[config.mk]
export PLATFORM = sky130hd
export DESIGN_NAME = fmt_unpack_pipe
export DESIGN_NICKNAME = d
export VERILOG_FILES = /design/src/rtl/fmt_unpack_pipe.sv
export SDC_FILE = /design/constraint.sdc
export NUM_CORES = 1
export LEC_CHECK = 0
export ABC_CLOCK_PERIOD_IN_PS = 18600
export BUFFER_PORTS_ARGS = -buffer_cell sky130_fd_sc_hd__buf_2
export CORE_AREA = 2 2 160 162
export CTS_CLUSTER_DIAMETER = 40
export DETAILED_ROUTE_END_ITERATION = 7
export DIE_AREA = 0 0 162 164
export PLACE_DENSITY = 0.77
export SYNTH_ARGS = -nofsm -noshare
export SYNTH_HDL_FRONTEND = slang
export SYNTH_SLANG_ARGS = --single-unit
[constraint.sdc]
create_clock -name clk -period 18.6 [get_ports clk]
set_input_delay 0.93 -clock clk [delete_from_list [all_inputs] [get_ports clk]]
set_output_delay 0.93 -clock clk [all_outputs]
set_load 0.02 [all_outputs]
[src/rtl/fmt_unpack_pipe.sv]
// Multi-lane pipelined FP operand unpacker: NaN-box check, field unpack, per-format Bias/Nf.
// Optional FMT_UNPACK_CLASS_EN adds a per-lane Class output {nan, inf, subnorm, zero, snan}.
module fmt_unpack_pipe #(
  parameter int unsigned FLEN          = 64,
  parameter int unsigned NE            = 11,
  parameter int unsigned NF            = 52,
  parameter int unsigned LOGFLEN       = 7,
  parameter int unsigned LANES         = 3,
  parameter int unsigned STAGES        = 1,
  parameter int unsigned ZFH_SUPPORTED = 1
) (
  input  logic                     clk,
  input  logic                     reset,
  input  logic                     InValid,
  output logic                     InReady,
  input  logic [1:0]               Fmt,
  input  logic [LANES*FLEN-1:0]    X,
  output logic                     OutValid,
  input  logic                     OutReady,
  output logic [LANES-1:0]         Sgn,
  output logic [LANES*NE-1:0]      Exp,
  output logic [LANES*(NF+1)-1:0]  Sig,
  output logic [NE-2:0]            Bias,
  output logic [LOGFLEN-1:0]       Nf,
  output logic                     FmtIllegal
`ifdef FMT_UNPACK_CLASS_EN
  ,
  output logic [LANES*5-1:0]       Class
`endif
);

  localparam int unsigned BW = NE - 1;
`ifdef FMT_UNPACK_CLASS_EN
  localparam int unsigned DW = LANES + LANES*NE + LANES*(NF+1) + BW + LOGFLEN + 1 + LANES*5;
`else
  localparam int unsigned DW = LANES + LANES*NE + LANES*(NF+1) + BW + LOGFLEN + 1;
`endif

  typedef struct packed {
    logic          sgn;
    logic [NE-1:0] exp;
    logic [NF:0]   sig;
`ifdef FMT_UNPACK_CLASS_EN
    logic [4:0]    cls;
`endif
  } lane_t;

  // Fields are first extracted into max-width (quad) containers with the fraction
  // left-justified, then narrowed to the configured NE/NF widths.
  function automatic lane_t unpack_lane(input logic [127:0] xw, input logic [1:0] fmt);
    lane_t        r;
    int unsigned  w;
    logic         sign;
    logic [14:0]  e;
    logic [14:0]  emax;
    logic [14:0]  e_out;
    logic [111:0] f;
    logic [112:0] sig_w;
    logic [127:0] hi;
    r    = '0;
    w    = 32;
    sign = xw[31];
    emax = 15'h00ff;
    e    = 15'(xw[30:23]);
    f    = {xw[22:0], 89'b0};
    case (fmt)
      2'd0: ;
      2'd1: begin
        w = 64; sign = xw[63]; emax = 15'h07ff; e = 15'(xw[62:52]); f = {xw[51:0], 60'b0};
      end
      2'd2: begin
        w = 16; sign = xw[15]; emax = 15'h001f; e = 15'(xw[14:10]); f = {xw[9:0], 102'b0};
      end
      2'd3: begin
        w = 128; sign = xw[127]; emax = 15'h7fff; e = xw[126:112]; f = xw[111:0];
      end
    endcase
    // Bits [FLEN-1:w] must be ones; empty when the format fills the register.
    hi = ((128'd1 << FLEN) - 128'd1) & ~((128'd1 << w) - 128'd1);
    if ((xw & hi) != hi) begin
      e_out = emax;
      sig_w = {2'b11, 111'b0};
`ifdef FMT_UNPACK_CLASS_EN
      r.cls = 5'b10000;
`endif
    end else begin
      r.sgn = sign;
      e_out = (e == '0 && f != '0) ? 15'd1 : e;
      sig_w = {e != '0, f};
`ifdef FMT_UNPACK_CLASS_EN
      r.cls[4] = (e == emax) && (f != '0);
      r.cls[3] = (e == emax) && (f == '0);
      r.cls[2] = (e == '0) && (f != '0);
      r.cls[1] = (e == '0) && (f == '0);
      r.cls[0] = (e == emax) && (f != '0) && !f[111];
`endif
    end
    r.exp = NE'(e_out);
    r.sig = (NF+1)'(sig_w >> (112 - NF));
    return r;
  endfunction

  logic                    fmt_legal;
  logic [BW-1:0]           bias_c;
  logic [LOGFLEN-1:0]      nf_c;
  logic [LANES-1:0]        in_sgn;
  logic [LANES*NE-1:0]     in_exp;
  logic [LANES*(NF+1)-1:0] in_sig;
`ifdef FMT_UNPACK_CLASS_EN
  logic [LANES*5-1:0]      in_cls;
`endif
  logic [DW-1:0]           in_data;

  always_comb begin
    fmt_legal = 1'b0;
    bias_c    = '0;
    nf_c      = '0;
    case (Fmt)
      2'd0: begin fmt_legal = (FLEN >= 32);        bias_c = BW'(127);   nf_c = LOGFLEN'(23);  end
      2'd1: begin fmt_legal = (FLEN >= 64);        bias_c = BW'(1023);  nf_c = LOGFLEN'(52);  end
      2'd2: begin fmt_legal = (ZFH_SUPPORTED != 0); bias_c = BW'(15);   nf_c = LOGFLEN'(10);  end
      2'd3: begin fmt_legal = (FLEN == 128);       bias_c = BW'(16383); nf_c = LOGFLEN'(112); end
    endcase
    if (!fmt_legal) begin
      bias_c = '0;
      nf_c   = '0;
    end
  end

  always_comb begin
    lane_t r;
    r      = '0;
    in_sgn = '0;
    in_exp = '0;
    in_sig = '0;
`ifdef FMT_UNPACK_CLASS_EN
    in_cls = '0;
`endif
    for (int l = 0; l < LANES; l++) begin
      r = unpack_lane(128'(X[l*FLEN +: FLEN]), Fmt);
      if (fmt_legal) begin
        in_sgn[l]                 = r.sgn;
        in_exp[l*NE +: NE]        = r.exp;
        in_sig[l*(NF+1) +: NF+1]  = r.sig;
`ifdef FMT_UNPACK_CLASS_EN
        in_cls[l*5 +: 5]          = r.cls;
`endif
      end
    end
  end

`ifdef FMT_UNPACK_CLASS_EN
  assign in_data = {in_cls, ~fmt_legal, nf_c, bias_c, in_sig, in_exp, in_sgn};
`else
  assign in_data = {~fmt_legal, nf_c, bias_c, in_sig, in_exp, in_sgn};
`endif

  logic [STAGES-1:0] valid_q;
  logic [STAGES-1:0] load;
  logic [STAGES-1:0] stage_v_in;
  logic [DW-1:0]     data_q     [STAGES];
  logic [DW-1:0]     stage_d_in [STAGES];

  // Ready ripples back from the output so bubbles in any stage are filled.
  always_comb begin
    logic adv;
    adv  = OutReady;
    load = '0;
    for (int k = STAGES - 1; k >= 0; k--) begin
      load[k] = ~valid_q[k] | adv;
      adv     = load[k];
    end
  end

  always_comb begin
    stage_v_in[0] = InValid;
    stage_d_in[0] = in_data;
    for (int k = 1; k < STAGES; k++) begin
      stage_v_in[k] = valid_q[k-1];
      stage_d_in[k] = data_q[k-1];
    end
  end

  always_ff @(posedge clk or posedge reset) begin
    if (reset) begin
      valid_q <= '0;
      for (int k = 0; k < STAGES; k++) data_q[k] <= '0;
    end else begin
      for (int k = 0; k < STAGES; k++) begin
        if (load[k]) begin
          valid_q[k] <= stage_v_in[k];
          if (stage_v_in[k]) data_q[k] <= stage_d_in[k];
        end
      end
    end
  end

  assign InReady  = load[0];
  assign OutValid = valid_q[STAGES-1];
`ifdef FMT_UNPACK_CLASS_EN
  assign {Class, FmtIllegal, Nf, Bias, Sig, Exp, Sgn} = data_q[STAGES-1];
`else
  assign {FmtIllegal, Nf, Bias, Sig, Exp, Sgn} = data_q[STAGES-1];
`endif

endmodule

==> metrics.md <==
| Metric | Value |
|---|---|
| Sequential-to-total area share from yosys stat | about half |
| Synthesized flop and latch total | 203 |
| Rel. slew slack | 24.7% |
| Top cell family by delay on the critical path | simple AND/OR/NAND/NOR gates |
| Worst-Skew Late Latency | 0.54 ns |
| DR WL/cell | between 20 and 25 µm |
| Yosys cell types | 49 |
| Core area | 24,800 µm² |
| CP max stage delay | approximately 0.8 ns |
| Vias in the first global route | 10,700 |
| Synth area leaders | dfrtp_1 (50%), a22o_1 (9.1%), o21ai_0 (6.8%) |
| Final instance area | 13,400 µm² |
| Maximum vdd drop | 56.9 µV |
| Clk network pwr share | 44.8% |
| Avg Cell Area, Syn | 9.31 µm² |
| Hold Fails Final Rpt | 0 |
| Switching share of power | 30.0% |
| CTS tree | yes |
| Top-count cell post-synth | dfrtp_1 |
| Max stage delay cell, worst path | buf_4 |
| Drt first pass iters | 7 |
| # IOs | between 400 and 500 |
| # fillers | 2,325 |
| CTS sink cnt | ~200 |
| Syn Std Cell Area | between 10,000 and 15,000 µm² |
| Fin crit period | between 3 and 4 ns |
| Clk pin slew, worst setup/hold paths | 0.06 ns |
| Max Fclk | ~270 MHz |
| CTS resizes | 0 |
| Leakage | 6.78 nW |
| Critical path capture point type | flip-flop |
| Power density cells | between 90 and 100 nW/µm² |
| Ys async rst share | between 90% and 100% |
| Fraction of layout instances using a drive strength above 1 | between 30% and 40% |
| Hold Slack | around 0.46 ns |
| Synth-to-layout area growth | 30.8% |
| EDFF count, synth | 0 |
| Switching power | 0.000385 W |
| Seq pwr share | 37.5% |
| Worst hold path type | flip-flop to flip-flop |
| CTS H-tree depth | 1 |
| YS warnings | 0 |
| Via count | around 11,000 |
| Placer Congestion | around 0.97 |
| Internal power | 0.000897 W |
| Synth top area share | between 40% and 50% |
| Main synth FF type | dfrtp_1 |
| Tcrit/Tclk final | about a fifth |
| Fin Clk Skew | between 0.007 and 0.008 ns |
| Cell accounting for the most synthesized area | dfrtp_1 |
| Root buf cell | clkbuf_16 |
| Maximum capacitance violations | 0 |
| Total track usage | between 30% and 40% |
| # diodes | 0 |
| 1st-iter DRT viols | 1,302 |
| Post-Route WL | 44.0 mm |
| Remaining antenna violation count after routing | 0 |
| CTS hold repair buffers | 0 |
| CP Launch Type | primary input |
| Buffers added on ports | between 400 and 500 |
| Die X | 162 µm |
| Power, Total | around 0.0013 W |
| Hpwl dp | around 32 mm |
| Final Setup Violations | 0 |
| CP Buf/Inv Count | 2 |
| Die area | about 27,000 µm² |
| Post-CTS Setup Bufs | 0 |
| DR vias/cell | approximately 6.2 |
| Cells after Synth | ~1,100 |
| Synthesized net count | 1,305 |
| First-pass GRT wire length | 65.5 mm |
| Placed Area | around 12,000 µm² |
| RSZ-0062 raised after global routing | false |
| Largest net degree at the start of global routing | around 130 |
| Initial antenna violation count | 1 |
| Critical Path RT | ~19 ns |
| Row cnt | 58 |
| Die height | 164 µm |
| Final Max Tran Viols | 0 |
| CTS Buffer Depth | 3 |
| Worst Path Max Fanout | 84 |
| Logic pwr share | between 10% and 20% |
| Setup total negative slack | 0 ns |
| Crit path arrival time | between 4 and 5 ns |
| Outcome | finished, final reports clean |
| CP Class | primary input to flip-flop |
| DRC viols | 0 |
| Starting density of the core | about two fifths |
| GR Overflow Total | 0 |
| Cts bufs inserted | 29 |
| Worst path cell trace | buf_2, nand2b_1, nand2_4, buf_4, or2_2, or2_1, o21ai_0 |
| Synth top cells by count | dfrtp_1 (203), nand2_1 (177), o21ai_0 (139) |
| Final Net Count | 1,657 |
| Worst slew pin tran | approximately 1.1 ns |
## power groups by stage
| stage | registers, W | logic (W) | clock network (W) |
|---|---|---|---|
| finish | 0.000481 | 0.000226 | 0.000575 |
| floorplan | 0.000516 | 0.0000911 | 0 |
| detailed placement | 0.000488 | 0.000224 | 0 |
| global placement | 0.000487 | 0.000222 | 0 |
| CTS | 0.000481 | 0.000224 | 0.000581 |
| global route | 0.000483 | 0.000243 | 0.000604 |
## cell usage in the layout (no fill, tap or decap), types with 6 or more instances in the layout
master,netlist,layout
a2111oi_0,7,7
a21oi_1,42,42
a221o_1,15,15
a22o_1,107,107
a22oi_1,45,45
and3_1,36,36
buf_2,9,411
buf_4,11,9
clkbuf_16,0,29
dfrtp_1,203,203
nand2_1,177,176
nand3_1,9,9
nand4_1,55,55
nor2_1,38,37
nor3_1,13,13
nor4_1,31,31
o21ai_0,139,139
o21ai_2,10,10
o41ai_1,6,6
## cell type report
class	instances	area [µm²]	area share, %
repair buffers	420	2120	15.8
well taps	330	413	3.08
inverters	6	30.0	0.224
clock inverters	15	210	1.57
flip-flops and latches	203	5080	37.9
multi-input cells	793	4750	35.4
clock buffers	37	806	6.01
## state kept, by name, summed over array words and instances (netlist names)
| name | count |
|---|---|
| data_q | 202 |
| OutValid | 1 |
## layer usage
metal	vias to the layer above	share of wire [%]	GRT usage (%)
met5	-	0	0
met4	0	3.3	10.4
met3	115	10	6.21
met2	805	47	52.3
met1	5430	39	43.3
li1	4860	-	-
## cell families after synthesis
| family | synth area share, % |
|---|---|
| AND/OR/NAND/NOR | 17.9 |
| adder cells (fa/ha/maj) | 0.732 |
| multiplexers | 0.330 |
| other | 0.0366 |
| AO/OA/AOI/OAI | 26.9 |
| flip-flops | 49.6 |
| buffers and inverters | 4.50 |
## path summary, 6_finish.rpt
kind,from,to,slack (ns),cells after the start
min in group asynchronous,reset,data_q[13]$_DFFE_PP0P_,0.57,2
worst max register to register,OutValid$_DFFE_PP0N_,data_q[79]$_DFFE_PP0P_,15.04,6
worst min register to register,data_q[35]$_DFFE_PP0P_,data_q[35]$_DFFE_PP0P_,0.46,2
worst max-delay path,OutReady,data_q[79]$_DFFE_PP0P_,14.83,7
worst min-delay path,data_q[35]$_DFFE_PP0P_,data_q[35]$_DFFE_PP0P_,0.46,2
max in group asynchronous,reset,data_q[163]$_DFFE_PP0P_,16.49,3
## worst reg2reg max path: cells and delay by family (launching register included)
kind / cells / cell delay [ns]
buffers and inverters: 1 / 0.82
AO/OA/AOI/OAI: 1 / 0.24
flip-flops: 1 / 0.34
AND/OR/NAND/NOR: 4 / 1.99
## per-stage QoR
stage	worst slack, ns	utilization, %	cells
4_1_cts	14.91	54.0	1804
5_1_grt	14.64	54.0	1804
6_report	14.83	54.0	1804
3_3_place_gp	14.48	49.9	1752
3_5_place_dp	14.36	49.9	1752
2_1_floorplan	12.13	-	1101
Note: power is estimated with default switching activity, not from simulation.
